$ cat config.mk
export PLATFORM = sky130hd
export DESIGN_NAME = pid_ctrl_param
export DESIGN_NICKNAME = d
export VERILOG_FILES = /design/src/rtl/pid_ctrl_param.sv
export SDC_FILE = /design/constraint.sdc
export NUM_CORES = 1
export LEC_CHECK = 0
export ABC_AREA = 0
export ABC_CLOCK_PERIOD_IN_PS = 8700
export BUFFER_PORTS_ARGS = -buffer_cell sky130_fd_sc_hd__buf_4
export CAP_MARGIN = 30
export CORE_MARGIN = 1.5
export CORE_UTILIZATION = 55
export DETAILED_ROUTE_END_ITERATION = 7
export PLACE_DENSITY_LB_ADDON = 0.15
export SYNTH_ARGS = -nofsm -noshare
export SYNTH_HDL_FRONTEND = slang
export SYNTH_SLANG_ARGS = --single-unit
$ cat constraint.sdc
create_clock -name clk -period 8.7 [get_ports clk]
set_clock_uncertainty 0.2 [all_clocks]
set_input_delay 1.305 -clock clk [delete_from_list [all_inputs] [get_ports clk]]
set_output_delay 1.305 -clock clk [all_outputs]
set_load 0.01 [all_outputs]
$ cat src/rtl/pid_ctrl_param.sv
// Parametrised pitch PID with registered saturated output, conditional-integration
// anti-windup and a saturating soft-start timer. Optional macro: PID_FASTSIM_EN (fast soft-start ramp).
module pid_ctrl_param #(
  parameter int PTCH_W   = 16,
  parameter int ERR_W    = 10,
  parameter int P_COEFF  = 9,
  parameter int I_W      = 18,
  parameter int I_SHIFT  = 6,
  parameter int D_SHIFT  = 6,
  parameter int OUT_W    = 12,
  parameter int SS_CNT_W = 27,
  parameter int SS_W     = 8
) (
  input  logic                     clk,
  input  logic                     rst_n,
  input  logic                     vld,
  input  logic signed [PTCH_W-1:0] ptch,
  input  logic signed [PTCH_W-1:0] ptch_rt,
  input  logic                     pwr_up,
  input  logic                     rider_off,
  output logic signed [OUT_W-1:0]  PID_cntrl,
  output logic        [SS_W-1:0]   ss_tmr
);

  localparam int P_W   = ERR_W + $clog2(P_COEFF + 1) + 1;
  localparam int D_W   = PTCH_W + 1;
  localparam int MAX_W = (P_W > I_W) ? ((P_W > D_W) ? P_W : D_W) : ((I_W > D_W) ? I_W : D_W);
  localparam int SUM_W = MAX_W + 2;

  localparam int ERR_MAX = 2 ** (ERR_W - 1) - 1;
  localparam int ERR_MIN = -(2 ** (ERR_W - 1));
  localparam int OUT_MAX = 2 ** (OUT_W - 1) - 1;
  localparam int OUT_MIN = -(2 ** (OUT_W - 1));
  localparam int I_MAX   = 2 ** (I_W - 1) - 1;
  localparam int I_MIN   = -(2 ** (I_W - 1));

  localparam logic signed [PTCH_W-1:0] ERR_MAX_P = PTCH_W'(ERR_MAX);
  localparam logic signed [PTCH_W-1:0] ERR_MIN_P = PTCH_W'(ERR_MIN);
  localparam logic signed [ERR_W-1:0]  ERR_MAX_E = ERR_W'(ERR_MAX);
  localparam logic signed [ERR_W-1:0]  ERR_MIN_E = ERR_W'(ERR_MIN);
  localparam logic signed [SUM_W-1:0]  OUT_MAX_S = SUM_W'(OUT_MAX);
  localparam logic signed [SUM_W-1:0]  OUT_MIN_S = SUM_W'(OUT_MIN);
  localparam logic signed [I_W:0]      I_MAX_X   = (I_W + 1)'(I_MAX);
  localparam logic signed [I_W:0]      I_MIN_X   = (I_W + 1)'(I_MIN);
  localparam logic signed [P_W-1:0]    P_K       = P_W'(P_COEFF);
  localparam logic [SS_CNT_W-1:0]      SS_MAX    = {SS_CNT_W{1'b1}};

`ifdef PID_FASTSIM_EN
  localparam logic [SS_CNT_W-1:0] SS_INC = SS_CNT_W'(256);
`else
  localparam logic [SS_CNT_W-1:0] SS_INC = SS_CNT_W'(1);
`endif

  logic signed [ERR_W-1:0]  err_s;
  logic signed [P_W-1:0]    p_term_s;
  logic signed [I_W-1:0]    i_term_s;
  logic signed [PTCH_W-1:0] d_shift_s;
  logic signed [D_W-1:0]    d_term_s;
  logic signed [SUM_W-1:0]  sum_s;
  logic signed [OUT_W-1:0]  sat_s;
  logic signed [I_W:0]      i_acc_s;
  logic signed [I_W-1:0]    i_sat_s;
  logic                     windup_s;

  logic signed [OUT_W-1:0]  pid_q, pid_d;
  logic signed [I_W-1:0]    integ_q, integ_d;
  logic [SS_CNT_W-1:0]      cnt_q, cnt_d;

  // Error clipping and the three PID terms, summed at full width
  always_comb begin
    if (ptch > ERR_MAX_P) begin
      err_s = ERR_MAX_E;
    end else if (ptch < ERR_MIN_P) begin
      err_s = ERR_MIN_E;
    end else begin
      err_s = ptch[ERR_W-1:0];
    end
    p_term_s  = P_W'(err_s) * P_K;
    i_term_s  = integ_q >>> I_SHIFT;
    d_shift_s = ptch_rt >>> D_SHIFT;
    d_term_s  = -(D_W'(d_shift_s));
    sum_s     = SUM_W'(p_term_s) + SUM_W'(i_term_s) + SUM_W'(d_term_s);
  end

  // Output saturation and anti-windup detection on this cycle's sum
  always_comb begin
    if (sum_s > OUT_MAX_S) begin
      sat_s = OUT_MAX_S[OUT_W-1:0];
    end else if (sum_s < OUT_MIN_S) begin
      sat_s = OUT_MIN_S[OUT_W-1:0];
    end else begin
      sat_s = sum_s[OUT_W-1:0];
    end
    windup_s = ((sum_s > OUT_MAX_S) && !err_s[ERR_W-1] && (err_s != '0)) ||
               ((sum_s < OUT_MIN_S) && err_s[ERR_W-1]);
  end

  // Integrator next state: rider_off clear beats a valid sample; sums saturate rather than wrap
  always_comb begin
    i_acc_s = (I_W + 1)'(integ_q) + (I_W + 1)'(err_s);
    if (i_acc_s > I_MAX_X) begin
      i_sat_s = I_MAX_X[I_W-1:0];
    end else if (i_acc_s < I_MIN_X) begin
      i_sat_s = I_MIN_X[I_W-1:0];
    end else begin
      i_sat_s = i_acc_s[I_W-1:0];
    end
    if (rider_off) begin
      integ_d = '0;
    end else if (vld && !windup_s) begin
      integ_d = i_sat_s;
    end else begin
      integ_d = integ_q;
    end
    pid_d = sat_s;
  end

  // Soft-start counter: cleared while power is down, sticks at all-ones once full
  always_comb begin
    if (!pwr_up) begin
      cnt_d = '0;
    end else if (cnt_q > (SS_MAX - SS_INC)) begin
      cnt_d = SS_MAX;
    end else begin
      cnt_d = cnt_q + SS_INC;
    end
  end

  // State registers
  always_ff @(posedge clk or negedge rst_n) begin
    if (!rst_n) begin
      pid_q   <= '0;
      integ_q <= '0;
      cnt_q   <= '0;
    end else begin
      pid_q   <= pid_d;
      integ_q <= integ_d;
      cnt_q   <= cnt_d;
    end
  end

  assign PID_cntrl = pid_q;
  assign ss_tmr    = cnt_q[SS_CNT_W-1 -: SS_W];

endmodule
# == After elaboration in Yosys (flattened, before gate mapping) ==
# Cells that the tools add are included.
# totals
register_bits,57
inputBits,37
wordCells,35
# op_classes
addsub,5
mul,1
order_cmp,7
mux,10
n_reduce_logical,9
# ops
op,n
$mux W18,4
$mux W27,2
$add A27 B1 Y27 const B,1
$gt A27 B27 Y1 const B,1
$mux W12,2
$mux W10,2
$add A18 B10 Y19,1
$gt A19 B18 Y1 const B,1
$lt A19 B18 Y1 const B,1
$add A16 B17 Y18,1
$gt A18 B12 Y1 const B,1
$lt A18 B12 Y1 const B,1
$neg A10 Y17,1
$add A15 B12 Y16,1
$gt A16 B10 Y1 const B,1
$lt A16 B10 Y1 const B,1
$mul A10 B5 Y15 const B,1
$reduce_bool A10 Y1,1
$logic_and A1 B1 Y1,4
$logic_not A1 Y1,2
$reduce_bool A2 Y1,1
$logic_or A1 B1 Y1,1

# == Longest topological paths before layout ==
# depth
depth_word,14
depth_mapped,24
ltp_nobuf,22

# == Worst setup path before layout ==
# OpenSTA, ideal clock, no wires.
# synth_timing
path_kind,in2reg
startpoint,in ptch[13]
endpoint,reg integ_q[16]
setup_time_ps,125
t_arrival_ps,6373
required_ps,8375
path_slack_ps,2002
path_stages,23
n_path_buf,1
cell_sequence,or4_1 > nor3_1 > nor2_1 > o21a_1 > ha_1 > inv_1 > fa_1 > inv_1 > ha_1 > inv_1 > fa_1 > inv_1 > ha_1 > a21o_1 > o21bai_2 > o211ai_2 > nand2b_2 > a221o_1 > a31o_2 > a21oi_2 > a21o_1 > buf_6 > mux2_2
# synth_between
elab_chain_len,13
elab_cells_between_ends,25
cone_classes,add/sub: 3; mul: 1; order compare: 6; mux: 6; reduce/logical: 9
# synth_lines
element,line,text
start: declaration,17,"input logic signed [PTCH_W-1:0] ptch,"
$lt A16 B10 Y1,73,end else if (ptch < ERR_MIN_P) begin
$mux W10,73,
$mux W10 (*),71,if (ptch > ERR_MAX_P) begin
$mul A10 B5 Y15,78,p_term_s = P_W'(err_s) * P_K;
$add A15 B12 Y16,82,sum_s = SUM_W'(p_term_s) + SUM_W'(i_term_s) + SUM_W'(d_term_s);
$add A16 B17 Y18,82,
$gt A18 B12 Y1,94,windup_s = ((sum_s > OUT_MAX_S) && !err_s[ERR_W-1] && (err_s != '0)) ||
$logic_and A1 B1 Y1 (2 in series),94,
$logic_or A1 B1 Y1,94,
$logic_not A1 Y1,110,end else if (vld && !windup_s) begin
$logic_and A1 B1 Y1,110,
$reduce_bool A2 Y1 (no line),n/a,
end signal: assignment,137,integ_q <= integ_d;
end: declaration,66,"logic signed [I_W-1:0] integ_q, integ_d;"
# Every way passes the cells marked *; elsewhere a longest branch is shown, timed or not. The select of a mux whose other input is x is not followed.
# A chain may end at the register's enable or synchronous reset.

# == Worst setup path in the final report ==
# layout_timing
startpoint,in ptch[13]
endpoint,reg integ_q[11]
# Same word-level chain as after synthesis.

==> flow_summary.toml <==
[finish]
n_fill_cell = 912
multi_input_area_um2 = 3811
drive_gt1_share_pct = 13.71
final_area_um2 = 6410
diodes = 0
syn2layout_area_growth_pct = 10.12
fin_util_pct = 62.37
fin_nets = 824
final-seq-area_um2 = 1426

[logic_synthesis]
ys_seq_elements = 57
synth_most_common_cell = "inv_1"
synth_top_cell_by_area = "dfrtp_1"
async_reset_ff_share_pct = 100.0
synth_fp_nets = 784
yosys_warnings = 0
synth_top_cell_area_share_pct = 24.51
ys_types = 60
synth.top_cells.by_count = "inv_1 (117), ha_1 (67), dfrtp_1 (57)"
synthFlopType = "dfrtp_1"
synthCells = 655
synth-edff-count = 0
syn_area_um2 = 5821
yosys-top-cells-area = "dfrtp_1 (25%), ha_1 (14%), fa_1 (8.6%), inv_1 (7.5%), xnor2_1 (4.7%)"
avgSynthCellArea_um2 = 8.886
synth_seq_area_share_pct = 24.51

[critical_path]
r2r-start = "integ_q[11]"
rrSetupSlack_ps = 4390
cpLargestDelayFamily = "compound AO/OA/AOI/OAI gates"
max_stage_delay_ps = 510
critPathMaxFanout = 16
crit_path_top_delay_cell = "or4_1"
crit_required_ps = 8760
r2r_cells = 14
cp-start-kind = "input pin"
crit_chain = "buf_4 > or4_1 > nor3_1 > nor2_1 > o21ai_0 > inv_1 > ha_1 > fa_1 > ha_1 > inv_1 > fa_1 > inv_1 > ha_1 > a21oi_1 > o21ai_0 > nand2b_2 > a221o_1 > a31o_2 > a21oi_2 > a21o_1 > buf_4 > mux2i_1"
cp.buffers_inverters = 5
arrival_ps = 7520
crit_start = "ptch[13]"
end_kind = "flip-flop"
rr_endpoint = "integ_q[11]"
path_class = "in -> reg"

[placed_design]
place_congestion = 0.8903
io_buffers = 50
place_area_um2 = 6237
place_hpwl_um = 9850
place_ws_ps = 861.9

[global_route]
overflow = 0
antenna_found_initial = 0
groute.usage.overall_pct = 23.75
grt_pass1_wl_um = 21470
grt_pass1_vias = 4644
grt_max_degree = 58

[die]
core-area_um2 = 10280
fp.dieW_um = 105.9
die_area_um2 = 11210
start_util_pct = 56.64
pin_count = 57
die_y_um = 105.9
rows = 37

[clocking]
clockBufferDepth = 2
cts_resized = 0
cts-hold-fix-buffers = 0
cts.sinks = 57
insertion_delay_ps = 340
path_clk_slew_ps = 70
cts-root-buf = "clkbuf_8"
post_cts_buffers = 0
cts_buffers = 9
h-tree-depth = 3
tritoncts = "built"

[sta]
tightestPinTransition_ps = 784.2
min_period_ps = 7466
setup_tns_ps = 0
drv_slew = 0
finalCritPeriodShare_pct = 85.82
relSlewSlack_pct = 47.72
fin_ws_ps = 1234
grt_setup_unrepaired = "false"
whs_ps = 340.0
setup_viol = 0
hold_viol = 0
fmax_ghz = 0.1339

[worst_hold_path]
whs_path_depth = 2
worst_hold_path_type = "reg -> reg"
min_to = "integ_q[3]"
holdCritStartpoint = "integ_q[3]"

[power_and_ir_drop]
power_density_nw_per_um2 = 319.3
ir_worst_vdd_mv = 0.1725
leakage_uw = 0.003255

[route]
drt_iter0_drc = 205
drc = 0
num_vias = 4651
first_pass_iters = 4
wl_per_cell_um = 14.94
ant_nets = 0
viasPerCell = 5.563
totalWireLength_um = 12490

[job]
maxCapViolCount = 0

[outcome]
outcome = "complete, no violations"
-- layer usage --
metal,GRT usage (%),wire [um]
met1,32.45,6066
met2,39.84,5806
met3,2.845,431
met4,6.371,189
met5,0,0
-- cells in the final DEF, fill, tap and decap left out, drive strengths merged, types with 24 or more instances in the layout --
cell | synthesis | final
buf | 13 | 52
dfrtp | 57 | 57
a21boi | 29 | 29
inv | 117 | 117
nor2 | 29 | 29
a21o | 25 | 25
ha | 67 | 67
nand2 | 49 | 49
xnor2 | 31 | 31
fa | 25 | 25
a21oi | 24 | 24
-- worst max-delay path by stage --
stage	endpoint	slack, ps	cells after the start
floorplan	integ_q[16]	2000	23
global placement	integ_q[11]	940	22
detailed placement	integ_q[11]	860	22
CTS	integ_q[11]	1210	22
global route	integ_q[11]	780	23
finish	integ_q[11]	1230	22
-- report_power, final --
| group | total [uW] | internal, uW | switching, uW | leakage [uW] |
|---|---|---|---|---|
| registers | 376 | 338 | 38.1 | 0.000751 |
| logic | 1450 | 628 | 821 | 0.00241 |
| clock network | 221 | 110 | 111 | 0.0000891 |
-- cell type report --
cell class / instances / share of cell area, %
clock buffer: 11 / 2.206
clock inverter: 5 / 0.4880
tap: 136 / 2.655
sequential: 57 / 22.25
inverter: 117 / 6.851
timing repair buffer: 52 / 6.090
multi-input combinational: 458 / 59.46
-- registers in the layout, indices dropped and copies added, names as in the netlist --
register / cells
cnt_q: 27
PID_cntrl: 12
integ_q: 18
-- logic make-up after synthesis --
family	synth area share, %
compound gates	21.26
xor+xnor	7.674
fa+ha+maj	23.00
buf+inv	10.02
flops	24.51
mux	1.268
simple gates	12.27
-- worst min-delay path, delay by kind of cell, from the launching register on --
kind                   cells  cell delay (ps)
flip-flops                 1              380
AO/OA/AOI/OAI              1               60
buffers and inverters      1               50
-- metrics by stage --
stage / total power [uW] / instances
6_report: 2047 / 836
5_1_grt: 2262 / 836
4_1_cts: 2052 / 836
3_5_place_dp: 1815 / 820
3_3_place_gp: 1780 / 820
2_1_floorplan: 1541 / 655
Note: power is estimated with default switching activity, not from simulation.
